File: config.mk
export PLATFORM = sky130hd
export DESIGN_NAME = mem_port_arbiter
export DESIGN_NICKNAME = d
export VERILOG_FILES = /design/src/rtl/mem_arb_pkg.sv /design/src/rtl/mem_arb_select.sv /design/src/rtl/mem_port_arbiter.sv
export SDC_FILE = /design/constraint.sdc
export NUM_CORES = 1
export LEC_CHECK = 0
export BUFFER_PORTS_ARGS = -buffer_cell sky130_fd_sc_hd__buf_2
export CAP_MARGIN = 20
export CORE_AREA = 3 3 114 116
export DETAILED_ROUTE_END_ITERATION = 12
export DIE_AREA = 0 0 117 119
export PLACE_DENSITY = 0.5
export REMOVE_ABC_BUFFERS = 1
export SYNTH_ARGS = -nofsm -noshare
export SYNTH_HDL_FRONTEND = slang
export SYNTH_SLANG_ARGS = --single-unit
File: constraint.sdc
create_clock -name clk -period 2.7 [get_ports clk]
set_input_delay 0 -clock clk [delete_from_list [all_inputs] [get_ports clk]]
set_output_delay 0 -clock clk [all_outputs]
set_load 0.05 [all_outputs]
File: src/rtl/mem_arb_pkg.sv
// Shared types for the two-master SRAM port arbiter (mem_port_arbiter).
// Request fields are sized for the widest supported data bus; users slice down.
package mem_arb_pkg;

    typedef enum logic {
        ARB_M0 = 1'b0,
        ARB_M1 = 1'b1
    } arb_owner_e;

    localparam int unsigned ARB_N_MASTERS       = 2;
    localparam int unsigned ARB_ADDR_WIDTH      = 32;
    localparam int unsigned ARB_MAX_DATA_WIDTH  = 64;
    localparam int unsigned ARB_MAX_BE_WIDTH    = ARB_MAX_DATA_WIDTH / 8;

    typedef struct packed {
        logic [ARB_ADDR_WIDTH-1:0]     addr;
        logic                          we;
        logic [ARB_MAX_BE_WIDTH-1:0]   be;
        logic [ARB_MAX_DATA_WIDTH-1:0] wdata;
    } mem_req_t;

    function automatic mem_req_t mem_req_pack(
        input logic [ARB_ADDR_WIDTH-1:0]     addr,
        input logic                          we,
        input logic [ARB_MAX_BE_WIDTH-1:0]   be,
        input logic [ARB_MAX_DATA_WIDTH-1:0] wdata
    );
        mem_req_t r;
        r.addr  = addr;
        r.we    = we;
        r.be    = be;
        r.wdata = wdata;
        return r;
    endfunction

    function automatic arb_owner_e arb_other(input arb_owner_e o);
        return (o == ARB_M0) ? ARB_M1 : ARB_M0;
    endfunction

endpackage

File: src/rtl/mem_arb_select.sv
// Winner selection for mem_port_arbiter: fixed priority with M1 starvation guard,
// or round-robin when MEM_PORT_ARBITER_RR_EN is defined.
module mem_arb_select
    import mem_arb_pkg::*;
#(
    parameter int unsigned STARVE_LIMIT = 4
) (
    input  logic                     clk,
    input  logic                     rst,
    input  logic [ARB_N_MASTERS-1:0] req,
    output arb_owner_e               winner,
    output logic [ARB_N_MASTERS-1:0] gnt
);

    localparam int unsigned CNT_W = (STARVE_LIMIT > 0) ? $clog2(STARVE_LIMIT + 1) : 1;

    arb_owner_e pref;

`ifdef MEM_PORT_ARBITER_RR_EN
    arb_owner_e       rr_ptr_q;
    logic [CNT_W-1:0] starve_cnt_q;
    logic             unused_starve;

    assign starve_cnt_q  = '0;
    assign unused_starve = ^starve_cnt_q;
    assign pref          = rr_ptr_q;

    // Pointer always names the master that lost (or sat out) the last grant.
    always_ff @(posedge clk or posedge rst) begin
        if (rst) begin
            rr_ptr_q <= ARB_M0;
        end else if (|req) begin
            rr_ptr_q <= arb_other(winner);
        end
    end
`else
    logic [CNT_W-1:0] starve_cnt_q;
    logic [CNT_W-1:0] starve_cnt_d;

    assign pref = (starve_cnt_q == CNT_W'(STARVE_LIMIT)) ? ARB_M1 : ARB_M0;

    always_comb begin
        starve_cnt_d = starve_cnt_q;
        if (!req[1] || gnt[1]) begin
            starve_cnt_d = '0;
        end else if (starve_cnt_q != CNT_W'(STARVE_LIMIT)) begin
            starve_cnt_d = starve_cnt_q + 1'b1;
        end
    end

    always_ff @(posedge clk or posedge rst) begin
        if (rst) begin
            starve_cnt_q <= '0;
        end else begin
            starve_cnt_q <= starve_cnt_d;
        end
    end
`endif

    always_comb begin
        winner = ARB_M0;
        if (req[0] && req[1]) begin
            winner = pref;
        end else if (req[1]) begin
            winner = ARB_M1;
        end
        gnt    = '0;
        gnt[0] = req[0] && (winner == ARB_M0);
        gnt[1] = req[1] && (winner == ARB_M1);
    end

endmodule

File: src/rtl/mem_port_arbiter.sv
// Two-master req/gnt/rvalid arbiter in front of a 1-cycle-latency single-port SRAM.
// Define MEM_PORT_ARBITER_RR_EN for round-robin instead of fixed priority.
module mem_port_arbiter
    import mem_arb_pkg::*;
#(
    parameter int unsigned MEM_ADDR_WIDTH = 13,
    parameter int unsigned DATA_WIDTH     = 32,
    parameter int unsigned STARVE_LIMIT   = 4
) (
    input  logic                      clk,
    input  logic                      rst,

    input  logic                      m0_req_i,
    output logic                      m0_gnt_o,
    output logic                      m0_rvalid_o,
    input  logic [31:0]               m0_addr_i,
    input  logic                      m0_we_i,
    input  logic [DATA_WIDTH/8-1:0]   m0_be_i,
    input  logic [DATA_WIDTH-1:0]     m0_wdata_i,
    output logic [DATA_WIDTH-1:0]     m0_rdata_o,

    input  logic                      m1_req_i,
    output logic                      m1_gnt_o,
    output logic                      m1_rvalid_o,
    input  logic [31:0]               m1_addr_i,
    input  logic                      m1_we_i,
    input  logic [DATA_WIDTH/8-1:0]   m1_be_i,
    input  logic [DATA_WIDTH-1:0]     m1_wdata_i,
    output logic [DATA_WIDTH-1:0]     m1_rdata_o,

    output logic                      mem_en_o,
    output logic [MEM_ADDR_WIDTH-1:0] mem_addr_o,
    output logic                      mem_we_o,
    output logic [DATA_WIDTH/8-1:0]   mem_be_o,
    output logic [DATA_WIDTH-1:0]     mem_wdata_o,
    input  logic [DATA_WIDTH-1:0]     mem_rdata_i
);

    localparam int unsigned BE_W = DATA_WIDTH / 8;

    logic [ARB_N_MASTERS-1:0] req_vec;
    logic [ARB_N_MASTERS-1:0] gnt;
    arb_owner_e               winner;
    mem_req_t                 m0_req_s;
    mem_req_t                 m1_req_s;
    mem_req_t                 sel_req;
    logic                     rsp_valid_q;
    arb_owner_e               rsp_owner_q;
    logic                     unused_sel;

    // Requests are masked while rst is high so grants and the SRAM enable drop at once.
    assign req_vec = rst ? '0 : {m1_req_i, m0_req_i};

    mem_arb_select #(
        .STARVE_LIMIT (STARVE_LIMIT)
    ) u_select (
        .clk    (clk),
        .rst    (rst),
        .req    (req_vec),
        .winner (winner),
        .gnt    (gnt)
    );

    assign m0_req_s = mem_req_pack(m0_addr_i, m0_we_i, ARB_MAX_BE_WIDTH'(m0_be_i),
                                   ARB_MAX_DATA_WIDTH'(m0_wdata_i));
    assign m1_req_s = mem_req_pack(m1_addr_i, m1_we_i, ARB_MAX_BE_WIDTH'(m1_be_i),
                                   ARB_MAX_DATA_WIDTH'(m1_wdata_i));
    assign sel_req  = (winner == ARB_M1) ? m1_req_s : m0_req_s;

    // Byte-offset and high address bits are deliberately dropped (no decode).
    assign unused_sel = ^{sel_req.addr, sel_req.be, sel_req.wdata};

    always_comb begin
        m0_gnt_o    = gnt[0];
        m1_gnt_o    = gnt[1];
        mem_en_o    = |gnt;
        mem_addr_o  = sel_req.addr[MEM_ADDR_WIDTH+1:2];
        mem_we_o    = mem_en_o && sel_req.we;
        mem_be_o    = mem_en_o ? sel_req.be[BE_W-1:0] : '0;
        mem_wdata_o = sel_req.wdata[DATA_WIDTH-1:0];
    end

    always_ff @(posedge clk or posedge rst) begin
        if (rst) begin
            rsp_valid_q <= 1'b0;
            rsp_owner_q <= ARB_M0;
        end else begin
            rsp_valid_q <= |gnt;
            rsp_owner_q <= winner;
        end
    end

    always_comb begin
        m0_rvalid_o = rsp_valid_q && (rsp_owner_q == ARB_M0);
        m1_rvalid_o = rsp_valid_q && (rsp_owner_q == ARB_M1);
        m0_rdata_o  = mem_rdata_i;
        m1_rdata_o  = mem_rdata_i;
    end

endmodule
==> impl_summary.md <==
Setup path
The category of the worst setup path launch point is a register. In this run the worst setup path terminates at mem_wdata_o[1]. The critical path starts at u_select.starve_cnt_q[0]$_DFFE_PP0P_. At the worst endpoint, the required time is between 2000 and 3000 ps. The worst setup path is captured at a primary output. Data on the critical path arrives at its endpoint at 2280 ps.

In this run the critical register-to-register path is launched from u_select.starve_cnt_q[0]$_DFFE_PP0P_. The endpoint identified for the worst register-to-register timing path is rsp_owner_q$_DFF_PP0_. The maximum fanout count along the critical path is 46. The worst reg-to-reg setup slack is 1160 ps.

For the worst flop-to-flop path, the logic depth is 5. The worst setup path is of the register to primary output kind.

Clock tree
TritonCTS built the clock tree. Clock-pin slew was measured on the worst setup and hold paths at 30 ps. The number of buffers on the longest clock path is 2.

The latest clock arrival within the worst-skew pair is about 220 ps. The number of buffers created by CTS is 3. The clock net sink count is 5.

The number of setup buffers added after CTS is 0. The H-tree depth is 1. The cell sitting at the root of the clock tree is a clkbuf_16.

Timing
Setup repair after global routing left no endpoint under its margin. On the final layout, the worst clock skew is between 0.7 and 0.8 ps. The final-report max-slew violation count is 0. After routing, the total negative slack on setup checks comes to 0 ps.

In the finished design, the share of the clock period the worst path needs comes to around 85%. The transition time at the pin with the least slew margin is between 300 and 400 ps. The final number of hold-violating endpoints is 0. Based on the critical path, the design can be clocked at up to roughly 440 MHz. Headroom to the max-slew limit came out at 76.7%. The worst hold-check slack is around 0.48 ps.

The final count of negative-setup-slack endpoints is 0. The time the worst path needs with I/O delays and setup is 2280 ps.

Synthesis
Synthesis inferred 5 register bits. The cell accounting for the most synthesized area is mux2_4. In the post-synthesis netlist, the biggest area contributors are mux2_4 (36%), buf_4 (30%), dfrtp_1 (7.8%), buf_12 (5.0%), mux2_2 (4.2%). The sequential area share after synthesis is just under 8%. The most frequently used flop master after synthesis is dfrtp_1.

The area share of the largest cell type after synthesis is 36.4%. The number of enable-type register cells in the synthesized netlist is 0. Counting distinct cell types in the post-synthesis netlist gives 21. The total standard cell area after synthesis is 0.00161 sq mm. The average footprint of a synthesized cell is 10.2 sq um. Ranked by instance count, the synthesized netlist is headed by buf_4 (64), mux2_4 (39), nand3_1 (7). During synthesis, Yosys emitted a total of 0 warnings. The number of cells produced by synthesis is ~160. The proportion of synthesized flip-flops having asynchronous set or reset is 100%. buf_4 is the most common cell in the netlist.

Route
The number of DRC violations after detailed routing is 0. The first detailed-routing pass ran for 3 iterations. After detailed routing, the number of vias per cell comes to 3.78. For this block, the initial DRC count from the detailed router was 36. In this run the remaining antenna-violating nets after routing total 0.

The average wire per cell in the routed design is approximately 19 um. Wires add up to ~7600 um. The total via count in the routed design is 1499.

Global routing
The number of antenna violations at the first check in global routing came to 0. Entering global routing, the biggest net connects 47 pins. The first global-routing pass estimated 10000 um of wire. The combined global-route utilization of all metal layers is under 10%. Summed over all layers, the global routing overflow is 0.

The number of global-route vias before repair is 1563.

Floorplanning
The count of standard-cell rows is 40. During I/O placement, the number of pins put on the boundary was between 200 and 300. The core box area is about 0.012 sq mm. The area of the die is about 0.014 sq mm.

The floorplan step set the die width to between 100 and 150 um. The vertical die dimension is 119 um. The effective utilization at floorplan is around 13%.

Power
The internal power consumption is approximately 0.44 mW. IR analysis of the VDD net gives a maximum drop of ~0.16 mV. For this design the total switching power over the nets is approximately 0.34 mW. The combinational share of power is 59.0%. The clock network is responsible for 30.9% of the overall power. The leakage power is 1.14 nW. The power density normalized to cell area is between 300 and 400 mW/mm^2.

Net switching is between 40% and 50% of the power. The sequential power share is 10.1%.

Hold path
The class of the tightest hold or removal check is primary input to primary output.

Run
Max-cap violations in this run came to 0.

Layout
The number of nets in the layout is between 400 and 500. The area growth from synthesis to final layout is 30.9%. The number of antenna diodes in the final layout is 0. The layout has between 1k and 1.5k filler cells. The share of final-layout standard cells stronger than drive strength 1 is around 84%.

Outcome
The run finished with clean final reports.

Placement
The total half-perimeter wirelength after legalization and detailed placement is between 6000 and 7000 um. The number of port buffers is roughly 160. Routability-driven placement finished with a final weighted congestion of around 0.75.
## cell families (layout without fill, tap and decap cells)
group / count (synthesis) / count (layout) / synth area share (%)
muxes: 46 / 46 / 41.2
and+or+nand+nor: 21 / 21 / 7.94
DFF: 5 / 5 / 7.78
adders and majority gates: 2 / 2 / 1.56
AOI/OAI and AO/OA: 8 / 8 / 3.66
buffers and inverters: 76 / 168 / 37.8
## critical path, cell delays in order (launching register included)
cell      delay [ps]
dfrtp_1          390
inv_1             70
ha_1             300
a21boi_4         130
nor3b_4          220
buf_12           310
mux2_2           380
buf_2            210
## area by class of cell
| class | instances | area (sq um) | share of cell area [%] |
|---|---|---|---|
| sequential | 5 | 125 | 5.95 |
| inverter | 4 | 15.0 | 0.713 |
| timing repair buffer | 160 | 821 | 39.0 |
| clock buffer | 4 | 78.8 | 3.75 |
| tap | 147 | 184 | 8.74 |
| multi-input combinational | 77 | 881 | 41.9 |
## through the flow
stage / total power, mW / utilization (%) / setup WS (ps) / area, sq um / instances
after floorplan: 0.402 / - / -1490 / 1010 / 86
after global placement: 0.539 / 16.8 / 696 / 2020 / 392
after detailed placement: 0.545 / 16.8 / 662 / 2020 / 392
after CTS: 0.793 / 17.5 / 397 / 2100 / 397
after global routing: 0.817 / 17.5 / 298 / 2100 / 397
final: 0.780 / 17.5 / 416 / 2100 / 397
## what timing repair did
action | in CTS | in global routing
hold buffers | 1 | 0
endpoints found under the hold margin | 5 | 0
resized for setup | 0 | 0
## state kept, by name, indices dropped and copies added (netlist names)
signal	cells
u_select.starve_cnt_q	3
rsp_valid_q	1
rsp_owner_q	1
## power groups by stage
stage	Combinational, mW	Clock (mW)	Sequential (mW)
after floorplan	0.322	0	0.0795
after global placement	0.459	0	0.0796
after detailed placement	0.465	0	0.0797
after CTS	0.467	0.247	0.0789
after global routing	0.486	0.252	0.0792
final	0.460	0.241	0.0789
## per-layer routing
layer	wire length, um	GRT usage, %	share of wire [%]	up-vias
li1	-	-	-	653
met1	2610	10.3	35	644
met2	2990	13.2	40	192
met3	1870	10.5	25	8
met4	55	2.37	0.73	2
met5	33	7.06	0.44	-
## placed cells by master (no fill, tap or decap), types with 2 or more instances in the layout
cell,Yosys,layout
a211oi_1,2,2
a21oi_1,5,5
buf_2,2,158
clkbuf_16,0,3
dfrtp_1,5,5
ha_1,2,2
inv_1,4,4
mux2_2,6,6
mux2_4,39,39
nand3_1,7,7
nand3b_1,5,5
nor2_1,4,4
## worst min path at each step
stage | startpoint | end | slack (ps) | depth (start not counted)
2_1_floorplan | rst | rsp_owner_q$_DFF_PP0_ | -210 | 1
3_3_place_gp | mem_rdata_i[19] | m1_rdata_o[19] | 0.6 | 0
3_5_place_dp | mem_rdata_i[19] | m1_rdata_o[19] | 0.6 | 0
4_1_cts | mem_rdata_i[19] | m1_rdata_o[19] | 0.6 | 0
5_1_grt | mem_rdata_i[21] | m1_rdata_o[21] | 0.4 | 0
6_report | mem_rdata_i[19] | m1_rdata_o[19] | 0.5 | 0
No activity file was read; power rests on OpenSTA's default activity.
